### config.mk
export PLATFORM = sky130hd
export DESIGN_NAME = channel_group_accumulator_flat
export DESIGN_NICKNAME = d
export VERILOG_FILES = /design/src/rtl/channel_group_accumulator_pkg.sv /design/src/rtl/channel_group_accumulator_if.sv /design/src/rtl/channel_group_accumulator_acc_lane.sv /design/src/rtl/channel_group_accumulator.sv /design/src/flat_wrapper.sv
export SDC_FILE = /design/constraint.sdc
export NUM_CORES = 1
export LEC_CHECK = 0
export CORE_ASPECT_RATIO = 0.8
export CORE_MARGIN = 2
export CORE_UTILIZATION = 55
export CTS_CLUSTER_DIAMETER = 120
export CTS_CLUSTER_SIZE = 10
export DETAILED_ROUTE_END_ITERATION = 8
export GPL_ROUTABILITY_DRIVEN = 0
export PLACE_DENSITY = 0.79
export SLEW_MARGIN = 20
export SYNTH_ARGS = -nofsm -noshare
export SYNTH_HDL_FRONTEND = slang
export SYNTH_SLANG_ARGS = --single-unit
export TNS_END_PERCENT = 1
### constraint.sdc
create_clock -name clk -period 3.8 [get_ports clk]
set_input_delay 0.57 -clock clk [delete_from_list [all_inputs] [get_ports clk]]
set_output_delay 0.57 -clock clk [all_outputs]
set_load 0.05 [all_outputs]
### src/rtl/channel_group_accumulator_pkg.sv
// Shared constants and state encoding for the channel-group accumulator.
// Lane width and picture count mirror the adder-tree build constants.
package channel_group_accumulator_pkg;

  localparam int unsigned PICTURE_NUM    = 2;
  localparam int unsigned WIDTH_DATA_OUT = 16;
  localparam int unsigned LANES          = 2 * PICTURE_NUM;
  localparam int unsigned IN_W           = LANES * WIDTH_DATA_OUT;

  typedef enum logic [1:0] {
    ST_IDLE = 2'd0,
    ST_RUN  = 2'd1,
    ST_FIN  = 2'd2
  } state_e;

endpackage

### src/rtl/channel_group_accumulator_if.sv
// Beat stream from the adder tree and finished-pixel stream toward the next stage.
interface channel_group_accumulator_if
  import channel_group_accumulator_pkg::*;
#(
  parameter int unsigned ACC_WIDTH = 32
);

  logic [IN_W-1:0]            data_in;
  logic                       valid_in;
  logic [LANES*ACC_WIDTH-1:0] data_out;
  logic                       valid_out;

  modport master (
    output data_in,
    output valid_in,
    input  data_out,
    input  valid_out
  );

  modport slave (
    input  data_in,
    input  valid_in,
    output data_out,
    output valid_out
  );

endinterface

### src/rtl/channel_group_accumulator_acc_lane.sv
// One accumulator lane: sign-extend the tree output, then overwrite or add.
// acc presents the post-beat sum so the top can capture a finished pixel on the same edge.
module acc_lane
  import channel_group_accumulator_pkg::*;
#(
  parameter int unsigned ACC_WIDTH = 32
) (
  input  logic                             clk,
  input  logic                             rst,
  input  logic                             en,
  input  logic                             first,
  input  logic signed [WIDTH_DATA_OUT-1:0] din,
  output logic signed [ACC_WIDTH-1:0]      acc
);

  logic signed [ACC_WIDTH-1:0] din_ext;
  logic signed [ACC_WIDTH-1:0] acc_q;
  logic signed [ACC_WIDTH-1:0] acc_d;

  always_comb begin
    din_ext = {{(ACC_WIDTH - WIDTH_DATA_OUT){din[WIDTH_DATA_OUT-1]}}, din};
    acc_d   = first ? din_ext : acc_q + din_ext;
  end

  always_ff @(posedge clk) begin
    if (rst) begin
      acc_q <= '0;
    end else if (en) begin
      acc_q <= acc_d;
    end
  end

  assign acc = acc_d;

endmodule

### src/rtl/channel_group_accumulator.sv
// Accumulates adder-tree beats over the configured channel groups per output pixel,
// counts pixels for a layer pass and reports completion to the convolution controller.
module channel_group_accumulator
  import channel_group_accumulator_pkg::*;
#(
  parameter int unsigned ACC_WIDTH = 32,
  parameter int unsigned GROUP_W   = 8,
  parameter int unsigned PIXEL_W   = 16
) (
  input  logic                clk,
  input  logic                rst,
  input  logic                start,
  input  logic [GROUP_W-1:0]  cfg_group_num,
  input  logic [PIXEL_W-1:0]  cfg_pixel_num,
  channel_group_accumulator_if.slave bus,
  output logic                busy,
  output logic                done,
  output logic                drop_err
);

  state_e                     state_q;
  logic [GROUP_W-1:0]         gnum_q;
  logic [PIXEL_W-1:0]         pnum_q;
  logic [GROUP_W-1:0]         grp_cnt_q;
  logic [PIXEL_W-1:0]         pix_cnt_q;
  logic                       last_q;
  logic                       valid_out_q;
  logic                       done_q;
  logic                       busy_q;
  logic                       drop_err_q;
  logic [LANES*ACC_WIDTH-1:0] data_out_q;
  logic [LANES*ACC_WIDTH-1:0] sum_all;

  logic accept;
  logic first;
  logic grp_last;
  logic pix_last;

  always_comb begin
    accept   = (state_q == ST_RUN) && !last_q && bus.valid_in;
    first    = (grp_cnt_q == '0);
    grp_last = (grp_cnt_q == gnum_q - GROUP_W'(1));
    pix_last = (pix_cnt_q == pnum_q - PIXEL_W'(1));
  end

  for (genvar k = 0; k < LANES; k++) begin : g_lane
    acc_lane #(
      .ACC_WIDTH(ACC_WIDTH)
    ) u_lane (
      .clk  (clk),
      .rst  (rst),
      .en   (accept),
      .first(first),
      .din  (bus.data_in[k*WIDTH_DATA_OUT +: WIDTH_DATA_OUT]),
      .acc  (sum_all[k*ACC_WIDTH +: ACC_WIDTH])
    );
  end

  // The last pixel sets last_q; RUN is held one more cycle so valid_out precedes done
  // by exactly one cycle and busy falls together with done.
  always_ff @(posedge clk) begin
    if (rst) begin
      state_q     <= ST_IDLE;
      gnum_q      <= '0;
      pnum_q      <= '0;
      grp_cnt_q   <= '0;
      pix_cnt_q   <= '0;
      last_q      <= 1'b0;
      valid_out_q <= 1'b0;
      done_q      <= 1'b0;
      busy_q      <= 1'b0;
      drop_err_q  <= 1'b0;
      data_out_q  <= '0;
    end else begin
      valid_out_q <= 1'b0;
      done_q      <= 1'b0;
      case (state_q)
        ST_IDLE: begin
          if (start) begin
            gnum_q     <= (cfg_group_num == '0) ? GROUP_W'(1) : cfg_group_num;
            pnum_q     <= cfg_pixel_num;
            grp_cnt_q  <= '0;
            pix_cnt_q  <= '0;
            last_q     <= 1'b0;
            drop_err_q <= bus.valid_in;
            if (cfg_pixel_num == '0) begin
              state_q <= ST_FIN;
              done_q  <= 1'b1;
            end else begin
              state_q <= ST_RUN;
              busy_q  <= 1'b1;
            end
          end else if (bus.valid_in) begin
            drop_err_q <= 1'b1;
          end
        end
        ST_RUN: begin
          if (last_q) begin
            state_q <= ST_FIN;
            done_q  <= 1'b1;
            busy_q  <= 1'b0;
            if (bus.valid_in) drop_err_q <= 1'b1;
          end else if (bus.valid_in) begin
            if (grp_last) begin
              grp_cnt_q   <= '0;
              pix_cnt_q   <= pix_cnt_q + PIXEL_W'(1);
              valid_out_q <= 1'b1;
              data_out_q  <= sum_all;
              if (pix_last) last_q <= 1'b1;
            end else begin
              grp_cnt_q <= grp_cnt_q + GROUP_W'(1);
            end
          end
        end
        ST_FIN: begin
          state_q <= ST_IDLE;
          if (bus.valid_in) drop_err_q <= 1'b1;
        end
        default: state_q <= ST_IDLE;
      endcase
    end
  end

  assign bus.data_out  = data_out_q;
  assign bus.valid_out = valid_out_q;
  assign busy          = busy_q;
  assign done          = done_q;
  assign drop_err      = drop_err_q;

endmodule

### src/flat_wrapper.sv
// flat-port wrapper written by rule: the top's interface ports become plain ports
module channel_group_accumulator_flat import channel_group_accumulator_pkg::*;
#(
  parameter int unsigned ACC_WIDTH = 32,
  parameter int unsigned GROUP_W   = 8,
  parameter int unsigned PIXEL_W   = 16
)
  (clk, rst, start, cfg_group_num, cfg_pixel_num, busy, done, drop_err, bus_data_in, bus_valid_in, bus_data_out, bus_valid_out);
  channel_group_accumulator_if #(.ACC_WIDTH(ACC_WIDTH)) bus_i ();
  input  logic clk;
  input  logic rst;
  input  logic start;
  input  logic [GROUP_W-1:0] cfg_group_num;
  input  logic [PIXEL_W-1:0] cfg_pixel_num;
  output logic busy;
  output logic done;
  output logic drop_err;
  input wire logic [$bits(bus_i.data_in)-1:0] bus_data_in;
  input wire logic [$bits(bus_i.valid_in)-1:0] bus_valid_in;
  output wire logic [$bits(bus_i.data_out)-1:0] bus_data_out;
  output wire logic [$bits(bus_i.valid_out)-1:0] bus_valid_out;
  assign bus_i.data_in = bus_data_in;
  assign bus_i.valid_in = bus_valid_in;
  assign bus_data_out = bus_i.data_out;
  assign bus_valid_out = bus_i.valid_out;
  channel_group_accumulator #(.ACC_WIDTH(ACC_WIDTH), .GROUP_W(GROUP_W), .PIXEL_W(PIXEL_W)) u_core (.clk(clk), .rst(rst), .start(start), .cfg_group_num(cfg_group_num), .cfg_pixel_num(cfg_pixel_num), .bus(bus_i), .busy(busy), .done(done), .drop_err(drop_err));
endmodule
==> key figures, run 1 <==
Clocking
  • Post-CTS setup buffer count: 0
  • TritonCTS Buffers: 37
  • Root buffer selected by CTS: clkbuf_16
  • CTS H-Tree Depth: 2
  • Number of clock sinks: 311
  • Max Root-Sink Buffers: 3
  • CTS tree: done
  • Clk_lat worst skew: 0.53 ns
  • Worst-path clk slew: 0.06 ns
  • # hold bufs at CTS: 0
  • CTS resizes: 0

Cells and area
  • Layout cells sized above 1: 0.0563
  • Final design utilization: 0.675
  • Final Cell Area: 22900 um2
  • Final cell count without fillers: 3129
  • Area delta synth->final: 19.9%
  • Commonest cells after routing, fill and taps aside: nor2_1 (352), dfxtp_1 (311), a21oi_1 (282)
  • Most common cell after layout, fill and taps aside: nor2_1
  • Layout net count: 2888

Synthesis
  • Compound-cell area share of the yosys netlist: 0.258
  • Post-synthesis mux area share: 0.00932
  • Synthesized flop and latch total: 311
  • Mapped cell area: 19100 um2
  • YS warnings: 0
  • Yosys cell types: 85
  • Synthesized Nets: 2718
  • Register area share after synthesis: 0.327
  • Synth Area in Simple Gates: 0.203
  • Adder-cell share of the synthesized area: 0.0908
  • Xor and xnor fraction of the mapped netlist area: 0.0698
  • Syn avg cell area: 7.66 um2
  • Main synth FF type: dfxtp_1
  • Post-synth EDFFs: 0
  • Cell count after synthesis: 2490
  • Main combinational cell family by area after synthesis: compound AO/OA/AOI/OAI gates
  • Synth async-reset ratio: 0

Worst setup path
  • CP Launch Type: primary input
  • CP peak stage delay: 0.48 ns
  • WP data required: 4.25 ns
  • FF-to-FF End: u_core.bus.data_out[94]$_SDFFE_PP0P_
  • Slowest CP cell: clkdlybuf4s50_1
  • CP arrival: 3.89 ns
  • Reg2reg start: u_core.g_lane[2].u_lane.acc_q[0]$_SDFFE_PP0P_
  • CP cell instances: clkdlybuf4s50_1 > ha_1 > inv_1 > fa_1 > nand2b_1 > a211oi_1 > o21ai_1 > a221oi_1 > a41o_1 > a21oi_1 > o32ai_1 > xor2_1 > nand2_1 > a31oi_1
  • Crit path max fanout: 3
  • CP endpoint kind: flop
  • R2r setup slk: 0.55 ns
  • Bufs and invs on worst path: 2
  • Worst Setup Path Type: in2reg
  • R2R depth: 13
  • Delay-heaviest family, CP: compound AO/OA/AOI/OAI gates

Power
  • Leak: 9.02 nW
  • Pwr Density: 409 nW/um2
  • VDD IR max: 0.301 mV

Timing
  • Period utilization: 0.907
  • Pins over their slew limit: 0
  • Slew HR: 0.411
  • Crit path time final: 3.45 ns
  • Measured slew at the worst slew-check pin: 0.882 ns
  • Finish-stage setup viols: 0
  • Max Clk Rate: 0.290 GHz
  • Fin. Hold Viols: 0
  • Final worst slack: 0.354 ns
  • Unrepaired setup endpoints after global routing: no
  • Hold slack: 0.419 ns
  • Fin Clk Skew: 0.0163 ns

Routing
  • Via count: 18700
  • Antenna-violating nets left: 0
  • Violation count after the first detailed-routing iteration: 1452
  • Via density: 5.99
  • TritonRoute pass-1 iters: 7
  • Routed wire length: 53.4 mm
  • Residual DRC count: 0
  • Routed length per instance: 17.1 um

Global route
  • Vias in the first global route: 17800
  • Total track usage: 0.289
  • First-pass GRT wire length: 86.7 mm
  • Grt total ovfl: 0
  • Largest net degree at the start of global routing: 77
  • Initial antenna violation count: 2

Floorplanning
  • DIE WIDTH: 212 um
  • Num ports: 224
  • Rows: 60
  • Starting Density: 0.563
  • Die height: 171 um
  • Core Box Area: 33900 um2
  • Die ar.: 36200 um2

Placement
  • Post-DP HPWL: 38.2 mm
  • Instance area at placement: 21900 um2
  • Placed Instances: 3086
  • # port buffers: 223
  • Post-place setup slack: -0.124 ns

Job
  • Max-cap violations: 0

Worst hold path
  • Worst Hold Path Cells: 2
  • WHS Endpoint: u_core.pix_cnt_q[1]$_SDFFE_PP0P_
  • Worst hold start: rst
  • Min-delay worst type: in2reg

Status
  • Status: completed
==> per-stage QoR <==
| stage | setup TNS [ns] | power [mW] |
|---|---|---|
| 2_1_floorplan | 0 | 5.50 |
| 5_1_grt | 0 | 9.82 |
| 3_3_place_gp | -0.154 | 6.13 |
| 3_5_place_dp | -0.402 | 6.22 |
| 4_1_cts | 0 | 9.36 |
| 6_report | 0 | 9.35 |
==> final cells by class <==
| class | instances | area (um2) |
|---|---|---|
| clock inverters | 2 | 17.5 |
| repair buffers | 284 | 2800 |
| inverters | 49 | 184 |
| clock buffers | 40 | 980 |
| multi-input cells | 1977 | 12100 |
| fillers | 2826 | 11000 |
| well taps | 465 | 582 |
| diodes | 1 | 2.50 |
| flip-flops and latches | 311 | 6230 |
==> worst max-delay path by stage <==
stage,cells past startpoint,from,slack [ns],end
3_3_place_gp,14,bus_data_in[32],-0.08,u_core.bus.data_out[94]$_SDFFE_PP0P_
5_1_grt,14,bus_data_in[32],0.06,u_core.g_lane[2].u_lane.acc_q[30]$_SDFFE_PP0P_
4_1_cts,14,bus_data_in[32],0.42,u_core.bus.data_out[94]$_SDFFE_PP0P_
2_1_floorplan,13,bus_data_in[48],0.74,u_core.g_lane[3].u_lane.acc_q[30]$_SDFFE_PP0P_
3_5_place_dp,14,bus_data_in[32],-0.12,u_core.g_lane[2].u_lane.acc_q[30]$_SDFFE_PP0P_
6_report,14,bus_data_in[32],0.35,u_core.bus.data_out[94]$_SDFFE_PP0P_
==> metal layers <==
metal / part of all wire / up-vias / global-route usage / wire [um]
met2: 0.47 / 639 / 0.491 / 25100
li1: - / 9219 / - / -
met1: 0.44 / 8776 / 0.373 / 23400
met4: 0.030 / 2 / 0.104 / 1610
met3: 0.060 / 107 / 0.0428 / 3220
met5: 0.00024 / - / 0 / 13
==> state kept, by name (all words and copies together) (netlist names) <==
register and count:
u_core.bus.data_out 128, u_core.bus.valid_out 1, u_core.busy 1, u_core.done 1
u_core.drop_err 1, u_core.g_lane.u_lane.acc_q 128, u_core.gnum_q 8, u_core.grp_cnt_q 8
u_core.last_q 1, u_core.pix_cnt_q 16, u_core.pnum_q 16, u_core.state_q 2
==> worst reg2reg max path, stage by stage, from the launching register on <==
cell and delay (ns):
dfxtp_1 0.33, ha_1 0.16, inv_1 0.06, fa_1 0.41, nand2b_1 0.17, a211oi_1 0.31
o21ai_1 0.16, a221oi_1 0.40, a41o_1 0.27, a21oi_1 0.14, o32ai_1 0.33, xor2_1 0.18
nand2_1 0.09, a31oi_1 0.17
==> synthesized netlist by cell type, types with 4 or more instances <==
cell type | instances | share of area
o31a_1 | 5 | 0.0023
a221oi_1 | 5 | 0.0023
inv_1 | 49 | 0.0096
ha_1 | 132 | 0.087
xor2_1 | 63 | 0.029
o21a_1 | 17 | 0.0067
nor4_1 | 14 | 0.0046
a31oi_1 | 34 | 0.011
nand3_1 | 34 | 0.0089
clkbuf_1 | 115 | 0.023
mux2i_1 | 14 | 0.0074
nor3_1 | 96 | 0.025
a31o_2 | 4 | 0.0018
a21o_1 | 60 | 0.024
nor2b_1 | 23 | 0.0075
o211a_1 | 4 | 0.0021
o21bai_1 | 16 | 0.0063
or3_1 | 13 | 0.0043
nand2_1 | 231 | 0.045
and3_1 | 15 | 0.0049
a2111oi_0 | 4 | 0.0018
dfxtp_1 | 311 | 0.33
xnor2_1 | 89 | 0.041
o311ai_0 | 4 | 0.0018
o21ai_1 | 6 | 0.0016
a21oi_1 | 282 | 0.074
o21ai_0 | 221 | 0.058
o31ai_1 | 6 | 0.0024
nand2b_1 | 16 | 0.0053
and2_1 | 8 | 0.0026
or2_2 | 5 | 0.0016
nand4_1 | 21 | 0.0069
and4_1 | 5 | 0.0023
buf_2 | 23 | 0.0060
nor2_1 | 353 | 0.070
buf_1 | 13 | 0.0026
a211oi_1 | 97 | 0.038
fa_1 | 4 | 0.0042
==> power breakdown <==
part           internal, mW  switching (mW)  total, mW  leakage, nW
combinational          1.02            1.67       2.69         6.01
sequential             3.41           0.111       3.52         2.52
clock                  1.81            1.33       3.14        0.491
==> cell families (layout without fill, tap and decap cells) <==
kind of cell / after synthesis / after routing
compound gates: 810 / 810
simple gates: 862 / 862
xor+xnor: 152 / 152
mux: 17 / 17
buf+inv: 202 / 375
flops: 311 / 311
fa+ha+maj: 136 / 136
other cells: 0 / 1
Power figures use the tool's default switching activity.
==> run 2, diff against run 1 <==
- SETUP_SLACK_MARGIN: not set -> 0.5
==> run 2 against run 1 <==
Critical path depth is the same. Largest power group unchanged. Total power grew 0.33%. Register-to-register slack gained 0.10 ns. Final area grew 0.78%. Largest cell class unchanged. Sequential power is essentially flat. Flip-flop and latch count is the same.
==> key figures, run 2 (synthesized netlist as in run 1, its figures left out) <==
Clocking
  • Root buffer selected by CTS: clkbuf_16
  • Clk_lat worst skew: 0.53 ns (about the same)
  • Worst-path clk slew: 0.06 ns (about the same)
  • CTS H-Tree Depth: 2 (unchanged)
  • CTS tree: done
  • Number of clock sinks: 311 (unchanged)
  • Max Root-Sink Buffers: 3 (unchanged)
  • TritonCTS Buffers: 37 (unchanged)
  • # hold bufs at CTS: 0 (unchanged)

Power
  • Internal power: 6.25 mW (+0.16%)
  • Combinational power share: 0.290 (+0.003)
  • Pwr Density: 407 nW/um2 (-0.45%)
  • Clock Power Share: 0.335 (about the same)
  • Sequential Power Share: 0.375 (-0.002)
  • Net switching power: 3.13 mW (+0.66%)
  • Leak: 9.07 nW (+0.50%)
  • VDD IR max: 0.301 mV (about the same)
  • Sw Ratio: 0.334 (+0.00111)

Routing
  • Violation count after the first detailed-routing iteration: 1385 (-4.6%)
  • Via density: 5.98 (-0.13%)
  • TritonRoute pass-1 iters: 9 (+2)
  • Residual DRC count: 0 (unchanged)
  • Routed length per instance: 17.2 um (+0.65%)
  • Antenna-violating nets left: 0 (unchanged)
  • Via count: 18800 (+0.059%)
  • Routed wire length: 53.8 mm (+0.84%)

Timing
  • Slew HR: 0.407 (-0.00321)
  • Finish-stage setup viols: 0 (unchanged)
  • Unrepaired setup endpoints after global routing: yes
  • Fin. Hold Viols: 0 (unchanged)
  • Crit path time final: 3.25 ns (-0.194 ns)
  • Fin Clk Skew: 0.0167 ns (+0.000377 ns)
  • Pins over their slew limit: 0 (unchanged)
  • Final worst slack: 0.548 ns (+0.194 ns)
  • Hold slack: 0.426 ns (+0.00708 ns)
  • Period utilization: 0.856 (-0.0509)
  • Max Clk Rate: 0.307 GHz (+6.0%)
  • Measured slew at the worst slew-check pin: 0.887 ns (+0.00480 ns)

Worst setup path
  • Worst setup path end: u_core.bus.data_out[126]$_SDFFE_PP0P_
  • Stages on worst setup path: 14 (unchanged)
  • Reg2reg start: u_core.gnum_q[0]$_SDFFE_PP0P_
  • Crit. Startpoint: bus_data_in[48]
  • CP cell instances: clkdlybuf4s50_1 > ha_1 > inv_1 > fa_1 > nor2b_4 > o31a_1 > o31ai_4 > o211a_1 > a211oi_1 > o31a_1 > o311a_1 > or3_1 > nand3_1 > a31oi_1
  • CP peak stage delay: 0.44 ns (-0.04 ns)
  • Slowest CP cell: clkdlybuf4s50_1
  • CP endpoint kind: flop
  • CP arrival: 3.64 ns (-0.25 ns)
  • R2R depth: 10 (-3)
  • FF-to-FF End: u_core.bus.data_out[29]$_SDFFE_PP0P_
  • WP data required: 4.18 ns (-0.07 ns)
  • Cell mode on critical path: o31a_1
  • R2r setup slk: 0.65 ns (+0.10 ns)
  • Crit path max fanout: 3 (unchanged)
  • Delay-heaviest family, CP: compound AO/OA/AOI/OAI gates
  • Bufs and invs on worst path: 2 (unchanged)
  • Worst Setup Path Type: in2reg
  • CP Launch Type: primary input

Cells and area
  • Fillcell total: 2804 (-0.78%)
  • Layout cells sized above 1: 0.0648 (+0.00849)
  • Multi-input logic area: 12200 um2 (+1.0%)
  • Commonest cells after routing, fill and taps aside: nor2_1 (352), dfxtp_1 (311), a21oi_1 (280)
  • Final cell count without fillers: 3135 (+0.19%)
  • Most common cell after layout, fill and taps aside: nor2_1
  • FF+latch area: 6230 um2 (unchanged)
  • Area delta synth->final: 20.8%
  • Layout net count: 2894 (+0.21%)

Placement
  • # port buffers: 223 (unchanged)
  • Post-place setup slack: -0.124 ns (unchanged)
  • Post-DP HPWL: 38.2 mm (unchanged)
  • Placed Instances: 3086 (unchanged)

Global route
  • Initial antenna violation count: 2 (unchanged)
  • Global-route met2 utilization: 0.492 (+0.000713)
  • Grt total ovfl: 0 (unchanged)
  • Grt met3 use: 0.0428 (unchanged)
  • First-pass GRT wire length: 86.8 mm (about the same)
  • Total track usage: 0.289 (about the same)
  • M1 GR Usage: 0.373 (about the same)
  • Most Used Layer, Global Route: met2
  • Largest net degree at the start of global routing: 77 (unchanged)
  • Vias in the first global route: 17800 (+0.090%)

Floorplanning
  • DIE WIDTH: 212 um (unchanged)
  • Die height: 171 um (unchanged)
  • Core Box Area: 33900 um2 (unchanged)
  • Starting Density: 0.563 (unchanged)
  • Num ports: 224 (unchanged)
  • Rows: 60 (unchanged)
  • Die ar.: 36200 um2 (unchanged)

Status
  • Status: completed

Job
  • Max-cap violations: 0 (unchanged)

Worst hold path
  • Min-delay worst type: in2reg
  • Worst Hold Path Cells: 2 (unchanged)
[run 2: power by group through the flow]
stage | sequential [mW] | combinational [mW] | clock (mW)
after global routing | 3.54 | 3.01 | 3.31
after floorplan | 3.57 | 1.93 | 0
after global placement | 3.58 | 2.55 | 0
final | 3.52 | 2.72 | 3.14
after CTS | 3.52 | 2.65 | 3.19
after detailed placement | 3.59 | 2.63 | 0
[run 2: worst reg2reg max path, cell delays in order (launching register included)]
cell and delay (ns):
dfxtp_1 0.34, inv_1 0.07, ha_1 0.17, nor3b_2 0.29
nand3_1 0.11, o21ai_0 0.08, o211a_1 0.15, o2111ai_1 0.38
or2_2 0.47, nor2_1 0.66, a2111oi_0 0.26
[run 2: how the worst min path moves through the flow]
stage | to | slack [ns] | startpoint
after global routing | u_core.pix_cnt_q[0]$_SDFFE_PP0P_ | 0.48 | rst
after floorplan | u_core.g_lane[0].u_lane.acc_q[19]$_SDFFE_PP0P_ | 0.44 | u_core.g_lane[0].u_lane.acc_q[19]$_SDFFE_PP0P_
after CTS | u_core.pix_cnt_q[1]$_SDFFE_PP0P_ | 0.44 | rst
after detailed placement | u_core.bus.data_out[39]$_SDFFE_PP0P_ | 0.45 | u_core.bus.data_out[39]$_SDFFE_PP0P_
final | u_core.pix_cnt_q[1]$_SDFFE_PP0P_ | 0.43 | rst
after global placement | u_core.g_lane[1].u_lane.acc_q[7]$_SDFFE_PP0P_ | 0.45 | u_core.g_lane[1].u_lane.acc_q[7]$_SDFFE_PP0P_
[run 2: layout make-up]
class / count / share of cell area
flip-flops and latches: 311 / 0.270
diodes: 1 / 0.000109
clock buffers: 40 / 0.0425
repair buffers: 290 / 0.124
well taps: 465 / 0.0253
multi-input cells: 1977 / 0.529
inverters: 49 / 0.00798
clock inverters: 2 / 0.000760
[run 2: routing by layer]
metal / part of all wire / vias up
li1: - / 9213
met3: 0.062 / 113
met4: 0.031 / 2
met2: 0.47 / 638
met5: 0.00024 / -
met1: 0.43 / 8788
[run 2: stage by stage]
step                      cell area [um2]  TNS, ns   util  total power, mW
after floorplan                     19100        0      -             5.50
after global placement              21900   -0.154  0.646             6.13
after detailed placement            21900   -0.402  0.646             6.22
after CTS                           22900        0  0.675             9.36
after global routing                23000        0  0.680             9.85
final                               23000        0  0.680             9.38
[run 2: what timing repair did]
item | 4_1_cts | 5_1_grt
buffers inserted | 0 | 6
setup endpoints to repair | 4 | 57
gates resized for setup | 2 | 23
pin swaps | 0 | 12
